--- src/rtl/apb_mem_slave_if.sv ---
// rtl/apb_mem_slave_if.sv - APB completer bus bundle with master/slave modports
//
// Purpose : groups the APB select/enable/address/data request signals and the
//           ready/read-data/error response signals of one PSEL line.
// Signals : psel, penable, pwrite, paddr[ADDR_W], pwdata[DATA_W]  (master -> slave)
//           pready, prdata[DATA_W], pslverr                       (slave -> master)
interface apb_mem_slave_if #(
    parameter int ADDR_W = 8,
    parameter int DATA_W = 8
);
    logic              psel;
    logic              penable;
    logic              pwrite;
    logic [ADDR_W-1:0] paddr;
    logic [DATA_W-1:0] pwdata;
    logic              pready;
    logic [DATA_W-1:0] prdata;
    logic              pslverr;

    modport master (
        output psel, penable, pwrite, paddr, pwdata,
        input  pready, prdata, pslverr
    );

    modport slave (
        input  psel, penable, pwrite, paddr, pwdata,
        output pready, prdata, pslverr
    );
endinterface

--- src/rtl/apb_mem_slave.sv ---
// rtl/apb_mem_slave.sv - APB completer serving a byte-wide register memory with programmable wait states
//
// Purpose : decodes one PSEL line, latches the request at the setup phase,
//           inserts WAIT_CYCLES wait states, then answers with registered
//           PREADY/PRDATA/PSLVERR. Addresses >= DEPTH are flagged with PSLVERR;
//           such writes are dropped and such reads return 0.
// Ports   : i_pclk     - bus clock, rising-edge active
//           i_presetn  - asynchronous active-low reset (clears FSM, outputs, memory)
//           s_apb      - apb_mem_slave_if.slave (psel/penable/pwrite/paddr/pwdata in,
//                        pready/prdata/pslverr out)
module apb_mem_slave #(
    parameter int ADDR_W      = 8,
    parameter int DATA_W      = 8,
    parameter int DEPTH       = 64,
    parameter int WAIT_CYCLES = 2
) (
    input  logic              i_pclk,
    input  logic              i_presetn,
    apb_mem_slave_if.slave    s_apb
);

    localparam int              IDX_W        = (DEPTH > 1) ? $clog2(DEPTH) : 1;
    localparam logic [ADDR_W:0] LP_DEPTH     = (ADDR_W + 1)'(DEPTH);
    // Counter is loaded with WAIT_CYCLES-1 so that the last wait cycle is cnt==0.
    localparam logic [3:0]      LP_WAIT_INIT = (WAIT_CYCLES == 0) ? 4'd0 : 4'(WAIT_CYCLES - 1);
    localparam bit              LP_ZERO_WAIT = (WAIT_CYCLES == 0);

    typedef enum logic [1:0] {
        ST_IDLE = 2'd0,
        ST_WAIT = 2'd1,
        ST_RESP = 2'd2
    } state_t;

    state_t            r_state;
    state_t            w_state_nxt;

    // Request latched at the setup phase; later bus changes are ignored.
    logic [IDX_W-1:0]  r_idx;
    logic              r_write;
    logic [DATA_W-1:0] r_wdata;
    logic              r_err;
    logic [3:0]        r_cnt;

    logic              r_pready;
    logic              r_pslverr;
    logic [DATA_W-1:0] r_prdata;

    logic [DATA_W-1:0] r_mem [DEPTH];

    logic              w_setup;
    logic              w_addr_err;
    logic [IDX_W-1:0]  w_addr_idx;

    logic              w_latch;
    logic              w_mem_we;
    logic [3:0]        w_cnt_nxt;
    logic              w_pready_nxt;
    logic              w_pslverr_nxt;
    logic [DATA_W-1:0] w_prdata_nxt;

    assign w_setup    = s_apb.psel & ~s_apb.penable;
    assign w_addr_err = ({1'b0, s_apb.paddr} >= LP_DEPTH);
    assign w_addr_idx = s_apb.paddr[IDX_W-1:0];

    // ------------------------------------------------------------------
    // State register
    // ------------------------------------------------------------------
    always_ff @(posedge i_pclk or negedge i_presetn) begin
        if (!i_presetn) begin
            r_state <= ST_IDLE;
        end else begin
            r_state <= w_state_nxt;
        end
    end

    // ------------------------------------------------------------------
    // Next-state logic
    // ------------------------------------------------------------------
    always_comb begin
        w_state_nxt = r_state;
        case (r_state)
            ST_IDLE: begin
                // A bare PENABLE without a preceding setup phase is ignored.
                if (w_setup) begin
                    w_state_nxt = LP_ZERO_WAIT ? ST_RESP : ST_WAIT;
                end
            end
            ST_WAIT: begin
                if (!s_apb.psel) begin
                    w_state_nxt = ST_IDLE;
                end else if (r_cnt == 4'd0) begin
                    w_state_nxt = ST_RESP;
                end
            end
            ST_RESP: begin
                w_state_nxt = ST_IDLE;
            end
            default: begin
                w_state_nxt = ST_IDLE;
            end
        endcase
    end

    // ------------------------------------------------------------------
    // Output / datapath control: next values for the registered outputs,
    // the wait counter, the request latch and the memory write strobe.
    // ------------------------------------------------------------------
    always_comb begin
        w_latch       = 1'b0;
        w_mem_we      = 1'b0;
        w_cnt_nxt     = r_cnt;
        w_pready_nxt  = 1'b0;
        w_pslverr_nxt = 1'b0;
        w_prdata_nxt  = '0;
        case (r_state)
            ST_IDLE: begin
                if (w_setup) begin
                    w_latch = 1'b1;
                    if (LP_ZERO_WAIT) begin
                        // Zero-wait: respond straight from the live setup request.
                        w_pready_nxt  = 1'b1;
                        w_pslverr_nxt = w_addr_err;
                        if (!s_apb.pwrite && !w_addr_err) begin
                            w_prdata_nxt = r_mem[w_addr_idx];
                        end
                    end else begin
                        w_cnt_nxt = LP_WAIT_INIT;
                    end
                end
            end
            ST_WAIT: begin
                if (s_apb.psel) begin
                    if (r_cnt == 4'd0) begin
                        w_pready_nxt  = 1'b1;
                        w_pslverr_nxt = r_err;
                        if (!r_write && !r_err) begin
                            w_prdata_nxt = r_mem[r_idx];
                        end
                    end else begin
                        w_cnt_nxt = r_cnt - 4'd1;
                    end
                end
            end
            ST_RESP: begin
                // Write commits on the edge that closes the response cycle,
                // and only if the master still holds PSEL.
                w_mem_we = s_apb.psel & r_write & ~r_err;
            end
            default: begin
                w_mem_we = 1'b0;
            end
        endcase
    end

    // ------------------------------------------------------------------
    // Registered outputs, wait counter and request latch
    // ------------------------------------------------------------------
    always_ff @(posedge i_pclk or negedge i_presetn) begin
        if (!i_presetn) begin
            r_pready  <= 1'b0;
            r_pslverr <= 1'b0;
            r_prdata  <= '0;
            r_cnt     <= 4'd0;
            r_idx     <= '0;
            r_write   <= 1'b0;
            r_wdata   <= '0;
            r_err     <= 1'b0;
        end else begin
            r_pready  <= w_pready_nxt;
            r_pslverr <= w_pslverr_nxt;
            r_prdata  <= w_prdata_nxt;
            r_cnt     <= w_cnt_nxt;
            if (w_latch) begin
                r_idx   <= w_addr_idx;
                r_write <= s_apb.pwrite;
                r_wdata <= s_apb.pwdata;
                r_err   <= w_addr_err;
            end
        end
    end

    // ------------------------------------------------------------------
    // Register memory, cleared by reset
    // ------------------------------------------------------------------
    always_ff @(posedge i_pclk or negedge i_presetn) begin
        if (!i_presetn) begin
            for (int i = 0; i < DEPTH; i++) begin
                r_mem[i] <= '0;
            end
        end else if (w_mem_we) begin
            r_mem[r_idx] <= r_wdata;
        end
    end

    assign s_apb.pready  = r_pready;
    assign s_apb.pslverr = r_pslverr;
    assign s_apb.prdata  = r_prdata;

endmodule
--- src/flat_wrapper.sv ---
// flat-port wrapper written by rule: the top's interface ports become plain ports
module apb_mem_slave_flat 
#(
    parameter int ADDR_W      = 8,
    parameter int DATA_W      = 8,
    parameter int DEPTH       = 64,
    parameter int WAIT_CYCLES = 2
)
  (i_pclk, i_presetn, s_apb_psel, s_apb_penable, s_apb_pwrite, s_apb_paddr, s_apb_pwdata, s_apb_pready, s_apb_prdata, s_apb_pslverr);
  apb_mem_slave_if #(.ADDR_W(ADDR_W), .DATA_W(DATA_W)) s_apb_i ();
  input  logic i_pclk;
  input  logic i_presetn;
  input wire logic [$bits(s_apb_i.psel)-1:0] s_apb_psel;
  input wire logic [$bits(s_apb_i.penable)-1:0] s_apb_penable;
  input wire logic [$bits(s_apb_i.pwrite)-1:0] s_apb_pwrite;
  input wire logic [$bits(s_apb_i.paddr)-1:0] s_apb_paddr;
  input wire logic [$bits(s_apb_i.pwdata)-1:0] s_apb_pwdata;
  output wire logic [$bits(s_apb_i.pready)-1:0] s_apb_pready;
  output wire logic [$bits(s_apb_i.prdata)-1:0] s_apb_prdata;
  output wire logic [$bits(s_apb_i.pslverr)-1:0] s_apb_pslverr;
  assign s_apb_i.psel = s_apb_psel;
  assign s_apb_i.penable = s_apb_penable;
  assign s_apb_i.pwrite = s_apb_pwrite;
  assign s_apb_i.paddr = s_apb_paddr;
  assign s_apb_i.pwdata = s_apb_pwdata;
  assign s_apb_pready = s_apb_i.pready;
  assign s_apb_prdata = s_apb_i.prdata;
  assign s_apb_pslverr = s_apb_i.pslverr;
  apb_mem_slave #(.ADDR_W(ADDR_W), .DATA_W(DATA_W), .DEPTH(DEPTH), .WAIT_CYCLES(WAIT_CYCLES)) u_core (.i_pclk(i_pclk), .i_presetn(i_presetn), .s_apb(s_apb_i));
endmodule
--- config.mk ---
export PLATFORM = sky130hd
export DESIGN_NAME = apb_mem_slave_flat
export DESIGN_NICKNAME = d
export VERILOG_FILES = /design/src/rtl/apb_mem_slave_if.sv /design/src/rtl/apb_mem_slave.sv /design/src/flat_wrapper.sv
export SDC_FILE = /design/constraint.sdc
export NUM_CORES = 1
export LEC_CHECK = 0
export BUFFER_PORTS_ARGS = -buffer_cell sky130_fd_sc_hd__buf_2
export CORE_MARGIN = 4
export CORE_UTILIZATION = 65
export DETAILED_ROUTE_END_ITERATION = 8
export GPL_ROUTABILITY_DRIVEN = 0
export PLACE_DENSITY = 0.93
export SKIP_CTS_REPAIR_TIMING = 1
export SLEW_MARGIN = 10
export SYNTH_ARGS = -nofsm -noshare
export SYNTH_HDL_FRONTEND = slang
export SYNTH_SLANG_ARGS = --single-unit
--- constraint.sdc ---
create_clock -name i_pclk -period 5.2 [get_ports i_pclk]
set_input_delay 1.04 -clock i_pclk [delete_from_list [all_inputs] [get_ports i_pclk]]
set_output_delay 1.04 -clock i_pclk [all_outputs]
set_load 0.01 [all_outputs]
=== Word-level counts from Yosys, hierarchy flattened ===
Cells that the tools add are included.

* Add/sub/neg operators: 1
* Bitwise logic cells: 6
* Equal/unequal tests: 6
* Reductions and logical operators: 9
* Order comparisons: 3
* Multiplexer cells: 27

{| class="wikitable"
|+ Operators by type and width
! kind !! count
|-
| $bwmux 512 || 1
|-
| $mux 8 || 7
|-
| $bmux 8 s6 || 1
|-
| $demux 8 s6 || 1
|-
| $mux 4 || 3
|-
| $mux 1 || 9
|-
| $ge 8x7->1 const B || 1
|-
| $pmux 4 s2 || 1
|-
| $ge 7x7->1 const B || 1
|-
| $lt 7x1->1 const B || 1
|-
| $not 6->7 || 1
|-
| $mux 2 || 3
|-
| $logic_not 4->1 || 1
|-
| $ne 2x2->1 const B || 2
|-
| $pmux 2 s2 || 1
|-
| $reduce_and 4->1 || 1
|-
| $sub 4x1->4 const B || 1
|-
| $and 1x1->1 || 3
|-
| $ne 3x2->1 const B || 1
|-
| $eq 2x1->1 const B || 1
|-
| $eq 2x2->1 const B || 1
|-
| $logic_and 1x1->1 || 2
|-
| $logic_not 1->1 || 2
|-
| $logic_not 2->1 || 1
|-
| other kinds (4) || 5
|}

* Output and inout bits: 10
* Input port bits: 21
* Register bits: 544

=== Longest topological paths before layout ===
* Word-level depth: 8
* Depth in mapped cells: 9
* Gate-level depth less buffers: 7

=== Least setup slack after synthesis ===
No wires, ideal clock.

* Path type: input-to-reg
* From: input port s_apb_psel
* To: register u_core.r_mem[200] (netlist bit)
* Arrival time: 2.270 ns
* Slack: 2.805 ns
* Stages: 5
* Setup time: 0.125 ns
* Cell sequence: nand3_1 -> nor2_4 -> nand3_4 -> nor2_2 -> mux2_2

* Longest elaborated chain between the ends: 3

{| class="wikitable"
|+ RTL lines
! item !! line !! source
|-
| start: declaration || flat_wrapper.sv:13 || <nowiki>input wire logic [$bits(s_apb_i.psel)-1:0] s_apb_psel;</nowiki>
|-
| $and 1x1->1 (2 in series) || apb_mem_slave.sv:147 || <nowiki>w_mem_we = s_apb.psel & r_write & ~r_err;</nowiki>
|-
| $mux 1 || apb_mem_slave.sv:115 || <nowiki>case (r_state)</nowiki>
|-
| end signal: indexed assignment || apb_mem_slave.sv:191 || <nowiki>r_mem[r_idx] <= r_wdata;</nowiki>
|-
| end: declaration || apb_mem_slave.sv:48 || <nowiki>logic [DATA_W-1:0] r_mem [DEPTH];</nowiki>
|}

No other way between the ends.
A chain may end at the register's enable or synchronous reset.

=== Worst setup path in the final report ===
* From: register u_core.r_idx[1]
* To: register u_core.r_prdata[7], in the netlist u_core.s_apb.prdata[7]

* Longest elaborated chain between the ends: 8

{| class="wikitable"
|+ RTL lines
! item !! line !! source
|-
| start: declaration || apb_mem_slave.sv:38 || <nowiki>logic [IDX_W-1:0] r_idx;</nowiki>
|-
| start signal: assignment || apb_mem_slave.sv:174 || <nowiki>r_idx <= w_addr_idx;</nowiki>
|-
| $not 6->7 (implied by the code) || apb_mem_slave.sv:137 || <nowiki>w_prdata_nxt = r_mem[r_idx];</nowiki>
|-
| $bmux 8 s6 || apb_mem_slave.sv:137 ||
|-
| $mux 8 (implied by the code) (2 in series) || apb_mem_slave.sv:137 ||
|-
| $mux 8 || apb_mem_slave.sv:136 || <nowiki>if (!r_write && !r_err) begin</nowiki>
|-
| $mux 8 || apb_mem_slave.sv:133 || <nowiki>if (r_cnt == 4'd0) begin</nowiki>
|-
| $mux 8 || apb_mem_slave.sv:132 || <nowiki>if (s_apb.psel) begin</nowiki>
|-
| $mux 8 || apb_mem_slave.sv:115 ||
|-
| named net u_core.w_prdata_nxt[7] || apb_mem_slave.sv:59 || <nowiki>logic [DATA_W-1:0] w_prdata_nxt;</nowiki>
|-
| end signal: assignment || apb_mem_slave.sv:171 || <nowiki>r_prdata <= w_prdata_nxt;</nowiki>
|-
| end: declaration || apb_mem_slave.sv:46 || <nowiki>logic [DATA_W-1:0] r_prdata;</nowiki>
|}

The timed path passes the listed nets, and every way through them passes these cells. The select of a mux whose other input is x is not followed.

==> summary.txt <==
Status
  – Status: finished clean

Timing
  – Highest achievable clock rate: slightly below 300 MHz
  – Final min period: approximately 3.5 ns
  – Max-Slew Margin vs Limit: a little under a tenth
  – Max Transition Viols Final: 0
  – Number of endpoints with negative hold slack in the final report: 0
  – Total setup violations reported at the end of the flow: 0
  – Final Skew: slightly above 0.03 ns
  – Actual transition at the worst max-transition pin: between 1 and 1.5 ns
  – Period Utilization, post-route: 66.6%
  – Total Negative Setup Slacks: 0 ns
  – Setup repair after global routing missed its margin: no

Critical path
  – Crit. Startpoint: u_core.r_idx[1]
  – Kind of start point of the critical path: flip-flop
  – Worst path required time: about 5.7 ns
  – Data arrival time at the worst-slack endpoint: ~4 ns
  – Number of cells traversed by the worst register-to-register path: 7
  – Critical path class: reg2reg
  – Crit path capture: u_core.s_apb.prdata[7]
  – Crit path capture type: flip-flop
  – Worst reg2reg path endpoint: u_core.s_apb.prdata[7]
  – FF-to-FF Start: u_core.r_idx[1]
  – Setup slack of the most critical reg-to-reg path: ~1.7 ns
  – Biggest fanout along the worst timing path: 56

Synthesis
  – Mapped Nets: 1,801
  – Synthesized cell area: approximately 0.025 mm²
  – Top cell type's share of synthesized area: 55.1%
  – Number of warnings issued by yosys: 0
  – FFs w/ async S/R, synth: between 90% and 100%
  – Number of flops mapped to enable cells by yosys: 0
  – Part of the Yosys area used for sequential elements: 55.1%
  – Number of synthesized register bits: approximately 540
  – Synth Flop Type: sky130_fd_sc_hd__dfrtp_1
  – Yosys top cell by area: sky130_fd_sc_hd__dfrtp_1
  – Netlist cell types: 58
  – Synthesized area per cell: about 14 µm²
  – Post-Syn Instances: roughly 1,800
  – Cell types occupying the most area after synthesis: sky130_fd_sc_hd__dfrtp_1 55%, sky130_fd_sc_hd__mux2_2 25%, sky130_fd_sc_hd__mux4_2 3.3%, sky130_fd_sc_hd__a22oi_1 2.8%, sky130_fd_sc_hd__a221oi_1 2.2%

Finish
  – Post-route non-filler standard cell count: approximately 2,300
  – N_diodes: 0
  – Synthesis-to-finish area growth: 8.48%
  – Total area of multi-input combinational cells: around 0.010 mm²
  – Final net count: about 1,800
  – Fraction of layout instances using a drive strength above 1: between 40% and 50%
  – FF+latch area: roughly 0.014 mm²
  – Final-layout fill cell count: about 2,200

Route
  – Wire length reported by the detailed router: 67.4 mm
  – Detailed-route DRC error count: 0
  – Routed Antenna Nets: 0
  – Avg WL per Cell: just under 30 µm
  – Detailed-routing iteration count for the pre-antenna-repair pass: 6
  – Drt via density: about 7.3
  – Overall via count from detail_route: about 17,000
  – DRT iter0 DRCs: around 2,500

Global routing
  – Number of antenna violations at the first check in global routing: 2
  – Maximum number of pins on one net before global-route repair: roughly 150
  – Wire length of the first global-routing pass: between 100 and 150 mm
  – GRT Residual Overflow: 0
  – Global-route total usage across every layer: 32.9%
  – Vias in the first global route: about 17,000

CTS
  – Latest clock arrival within the worst-skew pair: a little over 0.6 ns
  – Cell chosen for the clock root: sky130_fd_sc_hd__clkbuf_16
  – CTS max path bufs: 3
  – Number of levels in the clock H-tree: 2
  – TritonCTS clock tree: built
  – TritonCTS Buffers: 54
  – Clock net sink count: around 540
  – Clock slew at the register clock pins of the worst setup and hold paths: approximately 0.06 ns

Power
  – Fraction of power consumed by sequential logic: a little under half
  – Cell internal pwr: just under 7 mW
  – Clock power share: around 37%
  – Switching power share of the total: between 30 and 40%
  – Leakage power: approximately 13 nW
  – Combinational share of power: between 15 and 20%
  – Peak supply drop: 0.303 mV
  – Net Switching: 3.29 mW
  – Power density cells: roughly 380 mW/mm²

Place
  – Total half-perimeter wirelength after legalization and detailed placement: roughly 40 mm
  – Placed Instances: about 2,200
  – Input/output buffers: 30

Run
  – Count of max-cap constraint violations: 0

Floorplanning
  – Die height: 203 µm
  – Die extent in x: just over 200 µm
  – Floorplan Core Area: about 0.038 mm²
  – Die area: between 0.04 and 0.05 mm²
  – Number of top-level design ports: 31
  – Site Rows: around 70
  – Starting utilization of the core area: 65.8%

Hold path
  – Worst hold path type: in2async
## flip-flops by register name, indices dropped and copies added, names as in the netlist
name	flops
u_core.r_cnt	4
u_core.r_err	1
u_core.r_idx	6
u_core.r_mem	512
u_core.r_state	2
u_core.r_wdata	8
u_core.r_write	1
u_core.s_apb.prdata	8
u_core.s_apb.pready	1
u_core.s_apb.pslverr	1
## worst min-delay path by stage
stage / start / end / slack, ns / cells after the start
2_1_floorplan: u_core.r_mem[358] / u_core.r_mem[358] / 0.47 / 1
3_3_place_gp: u_core.r_mem[358] / u_core.r_mem[358] / 0.48 / 1
3_5_place_dp: u_core.r_mem[358] / u_core.r_mem[358] / 0.49 / 1
4_1_cts: i_presetn / u_core.r_mem[346] / 0.38 / 1
5_1_grt: i_presetn / u_core.r_mem[351] / 0.40 / 1
6_report: i_presetn / u_core.r_mem[382] / 0.38 / 1
## routing by layer
layer | share of wire [%] | up-vias | GRT usage (%)
met3 | 11 | 357 | 9.73
met1 | 36 | 8609 | 42.8
li1 | - | 6562 | -
met5 | 0.036 | - | 0
met4 | 6.6 | 4 | 17.4
met2 | 46 | 1169 | 50.6
## critical path: stages, from the launching register on
cell and delay [ns]:
sky130_fd_sc_hd__dfrtp_4 0.93, sky130_fd_sc_hd__and2_1 0.88, sky130_fd_sc_hd__buf_4 0.38, sky130_fd_sc_hd__a22oi_1 0.15
sky130_fd_sc_hd__o22ai_1 0.21, sky130_fd_sc_hd__o21ai_0 0.15, sky130_fd_sc_hd__and3_1 0.29, sky130_fd_sc_hd__a41oi_1 0.32
## synthesized netlist by cell type (all sizes together), types with 6 or more instances
master	instances
nand2	25
inv	7
o21ai	42
mux4	36
o22ai	14
and2	6
dfrtp	544
nor2b	7
o221ai	8
nor3	11
a221oi	62
a22o	6
clkbuf	80
mux2	540
a22oi	93
buf	62
nor2	86
mux2i	27
a21oi	60
nand3	6
## cells by family after synthesis
| group | synth area share [%] |
|---|---|
| compound gates | 8.96 |
| xor+xnor | 0.0709 |
| fa+ha+maj | 0.101 |
| buf+inv | 2.67 |
| flops | 55.1 |
| mux | 29.0 |
| simple gates | 4.14 |
## final cells by class
cell class                      instances  area share [%]
Clock inverter                         10           0.219
Timing Repair Buffer                   53            1.43
Sequential cell                       544            50.8
Clock buffer                           83            5.94
Inverter                                7          0.0980
Tap cell                              511            2.38
Multi-Input combinational cell       1085            39.1
## power groups by stage
stage	Sequential [mW]	Clock, mW	Combinational, mW
finish	4.74	3.73	1.64
global route	4.74	3.92	1.70
CTS	4.71	3.74	1.58
detailed placement	4.78	0	1.55
global placement	4.76	0	1.50
floorplan	4.40	0	1.25
## placed cells by master, fill, tap and decap left out, drive strengths merged, types with 6 or more instances in the layout
master,count
dfrtp,544
mux2,540
a22oi,93
nor2,86
clkbuf,83
a221oi,62
a21oi,60
buf,53
o21ai,42
mux4,36
mux2i,27
nand2,25
o22ai,14
nor3,11
o221ai,8
inv,8
clkinv,7
nor2b,7
a22o,6
and2,6
nand3,6
## stage by stage
stage | utilization, % | hold WS, ns | worst slack (ns) | cell area (µm²) | power [mW]
after floorplan | - | 0.473 | 2.81 | 24700 | 5.66
after global placement | 67.0 | 0.483 | 2.07 | 25200 | 6.27
after detailed placement | 67.0 | 0.492 | 1.93 | 25200 | 6.32
after CTS | 71.4 | 0.376 | 1.86 | 26800 | 10.0
after global routing | 71.4 | 0.402 | 1.75 | 26800 | 10.4
final | 71.4 | 0.378 | 1.74 | 26800 | 10.1
(Power assumes the default switching activity.)
